--- config.mk ---
export PLATFORM = sky130hd
export DESIGN_NAME = bus_arbiter
export DESIGN_NICKNAME = d
export VERILOG_FILES = /design/src/rtl/bus_arb_pkg.sv /design/src/rtl/sat_counter.sv /design/src/rtl/bus_arbiter.sv
export SDC_FILE = /design/constraint.sdc
export NUM_CORES = 1
export LEC_CHECK = 0
export ABC_AREA = 1
export BUFFER_PORTS_ARGS = -buffer_cell sky130_fd_sc_hd__clkbuf_2
export CORE_AREA = 5 5 112 114
export CTS_CLUSTER_DIAMETER = 30
export DETAILED_ROUTE_END_ITERATION = 12
export DIE_AREA = 0 0 117 119
export GPL_ROUTABILITY_DRIVEN = 0
export GPL_TIMING_DRIVEN = 0
export PLACE_DENSITY = 0.6
export SLEW_MARGIN = 20
export SYNTH_ARGS = -nofsm -noshare
export SYNTH_HDL_FRONTEND = slang
export SYNTH_SLANG_ARGS = --single-unit
--- constraint.sdc ---
create_clock -name clk -period 1.3 [get_ports clk]
set_clock_uncertainty 0.05 [all_clocks]
set_input_delay 0.13 -clock clk [delete_from_list [all_inputs] [get_ports clk]]
set_output_delay 0.13 -clock clk [all_outputs]
set_load 0.1 [all_outputs]
--- src/rtl/bus_arb_pkg.sv ---
// Shared types and defaults for the CPU/DMA bus arbiter.
package bus_arb_pkg;

  typedef enum logic {
    CPU_OWN   = 1'b0,
    DMA_BURST = 1'b1
  } arb_state_t;

  localparam int DEF_MAX_BURST    = 4;
  localparam int DEF_STARVE_LIMIT = 8;

  // Bits needed to hold every value from 0 up to and including limit.
  function automatic int cnt_width(input int limit);
    return (limit < 1) ? 1 : $clog2(limit + 1);
  endfunction

endpackage

--- src/rtl/sat_counter.sv ---
// Up-counter that stops at LIMIT; clear has priority over increment.
module sat_counter #(
  parameter int WIDTH = 4,
  parameter int LIMIT = 8
) (
  input  logic             clk,
  input  logic             reset,
  input  logic             inc,
  input  logic             clr,
  output logic [WIDTH-1:0] count,
  output logic             sat
);

  assign sat = (count == WIDTH'(LIMIT));

  // Count register: async clear on reset, sync clear, saturating increment.
  always_ff @(posedge clk or negedge reset) begin
    if (!reset) begin
      count <= '0;
    end else if (clr) begin
      count <= '0;
    end else if (inc && !sat) begin
      count <= count + 1'b1;
    end
  end

endmodule

--- src/rtl/bus_arbiter.sv ---
// Single-port memory arbiter between a CPU MEM stage and a bursting DMA engine.
module bus_arbiter
  import bus_arb_pkg::*;
#(
  parameter int MAX_BURST    = DEF_MAX_BURST,
  parameter int STARVE_LIMIT = DEF_STARVE_LIMIT
) (
  input  logic        clk,
  input  logic        reset,
  input  logic        cpu_req,
  input  logic        cpu_wr,
  input  logic [31:0] cpu_addr,
  input  logic [31:0] cpu_wdata,
  output logic [31:0] cpu_rdata,
  output logic        cpu_stall,
  input  logic        dma_req,
  input  logic        dma_wr,
  input  logic [31:0] dma_addr,
  input  logic [31:0] dma_wdata,
  output logic        dma_gnt,
  output logic [31:0] dma_rdata,
  output logic        dma_rvalid,
  output logic        mem_rd,
  output logic        mem_wr,
  output logic [31:0] mem_addr,
  output logic [31:0] mem_wdata,
  input  logic [31:0] mem_rdata
);

  localparam int BEAT_W   = cnt_width(MAX_BURST - 1);
  localparam int STARVE_W = cnt_width(STARVE_LIMIT);

  arb_state_t state, next_state;

  logic [STARVE_W-1:0] starve_cnt;
  logic                starve_sat;
  logic                starve_last;
  logic                starve_inc, starve_clr;
  logic [BEAT_W-1:0]   beat_cnt;
  logic                beat_sat;
  logic                beat_inc, beat_clr;
  logic                dma_read_beat;
  logic                unused_beat_bits;

  // The burst length is tracked through the saturation flag alone.
  assign unused_beat_bits = ^beat_cnt;

  // A contention cycle won by the CPU at count LIMIT-1 is its last win;
  // DMA takes the bus at the following edge.
  assign starve_last = (starve_cnt == STARVE_W'(STARVE_LIMIT - 1));

  assign starve_inc = (state == CPU_OWN) && cpu_req && dma_req;
  assign starve_clr = !dma_req || (next_state == DMA_BURST);
  assign beat_inc   = (state == DMA_BURST) && dma_req;
  assign beat_clr   = (next_state == CPU_OWN);

  assign dma_read_beat = (state == DMA_BURST) && dma_req && !dma_wr;

  sat_counter #(
    .WIDTH (STARVE_W),
    .LIMIT (STARVE_LIMIT)
  ) u_starve_cnt (
    .clk   (clk),
    .reset (reset),
    .inc   (starve_inc),
    .clr   (starve_clr),
    .count (starve_cnt),
    .sat   (starve_sat)
  );

  sat_counter #(
    .WIDTH (BEAT_W),
    .LIMIT (MAX_BURST - 1)
  ) u_beat_cnt (
    .clk   (clk),
    .reset (reset),
    .inc   (beat_inc),
    .clr   (beat_clr),
    .count (beat_cnt),
    .sat   (beat_sat)
  );

  // Bus owner register; reset hands the bus back to the CPU immediately.
  always_ff @(posedge clk or negedge reset) begin
    if (!reset) begin
      state <= CPU_OWN;
    end else begin
      state <= next_state;
    end
  end

  // Ownership decision: DMA enters when the CPU is idle or starving it,
  // leaves after its last beat or as soon as it stops requesting.
  always_comb begin
    next_state = state;
    unique case (state)
      CPU_OWN: begin
        if (dma_req && (!cpu_req || starve_sat || starve_last)) begin
          next_state = DMA_BURST;
        end
      end
      DMA_BURST: begin
        if (!dma_req || beat_sat) begin
          next_state = CPU_OWN;
        end
      end
    endcase
  end

  // Memory mux and handshake outputs; everything is held at 0 during reset.
  always_comb begin
    mem_rd    = 1'b0;
    mem_wr    = 1'b0;
    mem_addr  = '0;
    mem_wdata = '0;
    cpu_rdata = '0;
    cpu_stall = 1'b0;
    dma_gnt   = 1'b0;
    if (reset) begin
      unique case (state)
        CPU_OWN: begin
          if (cpu_req) begin
            mem_rd    = !cpu_wr;
            mem_wr    = cpu_wr;
            mem_addr  = cpu_addr;
            mem_wdata = cpu_wdata;
            cpu_rdata = mem_rdata;
          end
        end
        DMA_BURST: begin
          cpu_stall = cpu_req;
          dma_gnt   = dma_req;
          if (dma_req) begin
            mem_rd    = !dma_wr;
            mem_wr    = dma_wr;
            mem_addr  = dma_addr;
            mem_wdata = dma_wdata;
          end
        end
      endcase
    end
  end

  // DMA read return path: capture the beat's data and flag it for one cycle.
  always_ff @(posedge clk or negedge reset) begin
    if (!reset) begin
      dma_rvalid <= 1'b0;
      dma_rdata  <= '0;
    end else begin
      dma_rvalid <= dma_read_beat;
      if (dma_read_beat) begin
        dma_rdata <= mem_rdata;
      end
    end
  end

endmodule
==> out/metrics.csv <==
stage;metric;value;unit
finish;ant diodes;0;
sta;Worst-Margin Slew;0.848;ns
sta;Worst slew margin;43.5;%
sta;final-report setup violation count;139;
flow_run;# Max-Cap Violations;0;
finish;Area Overhead vs Synth;246;%
die;Die Height;119;um
detailed_routing;via count;4894;
logic_synthesis;Mapped Area;2840;um^2
logic_synthesis;sequential share of the synthesized area;35.3;%
logic_synthesis;dominant synthesized flop cell;dfrtp_1;
worst_setup_path;endpoint type of the worst setup path;primary output;
worst_setup_path;crit path buf inv count;5;
die;Initial Util;25.1;%
worst_setup_path;CP Class;reg2out;
finish;Final Instance Count excl. Fillers;940;
global_routing;Most Used Layer, Global Route;met2;
clock_network;depth of the CTS H-tree;2;
worst_setup_path;crit-path max FO;10;
global_routing;vias in the first global route;5173;
sta;FMAX;0.496;GHz
status;status;finished, violations left;
min_path;Hold WC Path Type;in2reg;
clock_network;CTS Buffer Depth;2;
logic_synthesis;Post-synth ARST share;100;%
finish;fraction of final layout cells sized beyond drive strength 1;78.0;%
finish;Total Nets Final;966;
worst_setup_path;Cell Chain, Critical Path;buf_6 > nand3_2 > inv_4 > buf_12 > buf_12 > nand2_2 > nand2_8 > clkbuf_16;
finish;multi-input logic area;3810;um^2
logic_synthesis;fraction of synthesized area in multiplexers;0;%
logic_synthesis;Synth cell types;21;
die;die footprint;13900;um^2
finish;Register Area;1000;um^2
placement;post-DP HPWL;11500;um
sta;hold_ws;0.107;ns
detailed_routing;via/cell ratio;5.21;
sta;fin. max-slew vios;0;
clock_network;clk slew on worst S/H paths;0.06;ns
global_routing;met2 GRT Util;52.7;%
logic_synthesis;Syn Area/Cell;6.31;um^2
worst_setup_path;most used cell, CP;buf_12;
logic_synthesis;Adder-Cell Fraction of Synth Area;1.32;%
logic_synthesis;number of flops mapped to enable cells by yosys;0;
global_routing;GR Util met1;30.5;%
power_and_ir_drop;Pleak;0.00435;uW
logic_synthesis;syn nets;619;
worst_setup_path;max incr delay on CP;0.39;ns
global_routing;first-pass GRT wire length;31100;um
power_and_ir_drop;cell area power density;999;nW/um^2
global_routing;Global Route Usage Sum;28.7;%
finish;Core Util, Final;86.7;%
worst_setup_path;Worst path top cell family by delay;buffers and inverters;
detailed_routing;Total Wirelength;24500;um
die;row count;39;
sta;crit share post-route;155;%
power_and_ir_drop;Peak VDD IR;1.40;mV
sta;Period minus WS final;2.02;ns
placement;PortBufs;298;
detailed_routing;DR WL/cell;26.1;um
sta;Setup TNS;-68.46;ns
detailed_routing;# DRC;0;
global_routing;GR Layer Usage met3;7.71;%
global_routing;Overflow after GRT;0;
detailed_routing;DR pass1 iterations;5;
clock_network;CTS tree;done;
logic_synthesis;Simple-Gate Fraction of Synth Area;42.8;%
sta;setup ws final;-0.717;ns
logic_synthesis;post-synthesis xor/xnor area fraction;0.617;%
status;failing checks;setup timing;
sta;unrepaired setup endpoints after global routing;true;
die;Core Area;11300;um^2
worst_setup_path;CP Launch Type;register;
clock_network;Num Clock Sinks;40;
worst_setup_path;Worst Path Required;1.12;ns
finish;Filler cells;453;
logic_synthesis;#FFs+latches synth;40;
power_and_ir_drop;total power;9820;uW
detailed_routing;1st-iter DRT viols;332;
die;# IOs;299;
clock_network;clock root cell;clkbuf_16;
detailed_routing;DRT antenna net count;0;
logic_synthesis;largest family of logic cells by synthesized area;simple AND/OR/NAND/NOR gates;
global_routing;initial antenna violation count;0;
placement;placed cell count;891;
sta;Final Hold Viols;0;
clock_network;Num CTS Buffers;5;
logic_synthesis;Warnings, synthesis;0;
logic_synthesis;Cells after Synth;450;
global_routing;largest net degree at the start of global routing;23;
worst_setup_path;Crit path arrival time;1.84;ns
die;chip width;117;um
logic_synthesis;compound-cell area share of the yosys netlist;6.48;%
worst_setup_path;slowest CP cell;dfrtp_1;
clock_network;clk_lat worst skew;0.28;ns
report_power, final:
| part | internal [uW] | total (uW) | switching [uW] |
|---|---|---|---|
| clock | 696 | 1170 | 479 |
| combinational | 2010 | 6930 | 4930 |
| sequential | 1520 | 1710 | 181 |
| total | 4230 | 9820 | 5590 |
worst paths after layout:
| kind | depth (start not counted) | start | to | slack, ns |
|---|---|---|---|---|
| max in group asynchronous | 2 | reset | u_starve_cnt.count[1] | 0.47 |
| min | 3 | mem_rdata[27] | dma_rdata[27] | 0.11 |
| min in group asynchronous | 2 | reset | dma_rdata[11] | 0.14 |
| max reg2reg | 11 | state | u_starve_cnt.count[2] | -0.54 |
| max | 8 | state | mem_wdata[28] | -0.72 |
| min reg2reg | 2 | dma_rdata[16] | dma_rdata[16] | 0.43 |
metrics by stage:
stage,cell area (um^2),setup slack (ns)
finish,9820,-0.717
global route,9820,-0.740
CTS,9490,-0.592
detailed placement,5920,-1.10
global placement,5910,-1.49
floorplan,4240,-0.299
sequential cells by signal (all words and copies together) (netlist names):
signal              count
u_starve_cnt.count      4
dma_rdata              32
u_beat_cnt.count        2
state                   1
dma_rvalid              1
repair_timing:
| item | 4_1_cts | 5_1_grt |
|---|---|---|
| pin swaps | 23 | 20 |
| endpoints found under the setup margin | 119 | 184 |
| setup buffers | 24 | 8 |
| hold buffers | 2 | 0 |
| endpoints found under the hold margin | 40 | 0 |
| cloned | 7 | 5 |
| resized for setup | 555 | 64 |
routing by layer:
metal | vias up | wire (um)
met5 | - | 0
met1 | 2386 | 8160
li1 | 2108 | -
met3 | 102 | 2210
met4 | 0 | 1540
met2 | 298 | 12600
worst register-to-register path, cell delays in order, from the launching register on:
cell and delay [ns]:
dfrtp_1 0.39, buf_6 0.15, nor2_4 0.06, buf_6 0.12
buf_8 0.13, buf_4 0.13, buf_6 0.11, buf_6 0.10
buf_4 0.13, nor2_1 0.18, nor2_2 0.08, nor2_1 0.13
cells in the final DEF, fill, tap and decap left out, types with 18 or more instances in the layout:
master,count
buf_12,18
buf_2,25
buf_4,21
clkbuf_16,111
clkbuf_2,171
dfrtp_1,39
inv_1,41
nand2_1,43
nand2_2,62
nand2_8,64
nand3_4,67
nor2_4,35
o21ai_0,29
cell type report:
cell class	count	share of cell area, %
clock inverter	2	0.127
tap	143	1.82
multi-input combinational	334	38.8
sequential	40	10.2
inverter	44	1.73
clock buffer	5	1.27
timing repair buffer	342	41.7
buffer	30	4.38
cells by family (layout without fill, tap and decap cells):
logic type               after synthesis  in the layout
flip-flops                            40             40
AO/OA/AOI/OAI                         36             36
adder cells (fa/ha/maj)                3              3
XOR/XNOR                               2              2
AND/OR/NAND/NOR                      293            293
buffers and inverters                 76            423
Yosys cell counts (2+ instances only):
library cell	number	area, um^2
o21ai_1	2	10.0
inv_2	2	7.51
nand3_2	2	20.0
inv_1	42	158
buf_2	15	75.1
nor2_1	44	165
buf_6	8	90.1
nand3_1	74	370
buf_4	5	37.5
o21ai_0	31	155
nand2_1	171	642
clkbuf_1	4	15.0
dfrtp_1	40	1000
ha_1	3	37.5
No activity file was read; power rests on OpenSTA's default activity.
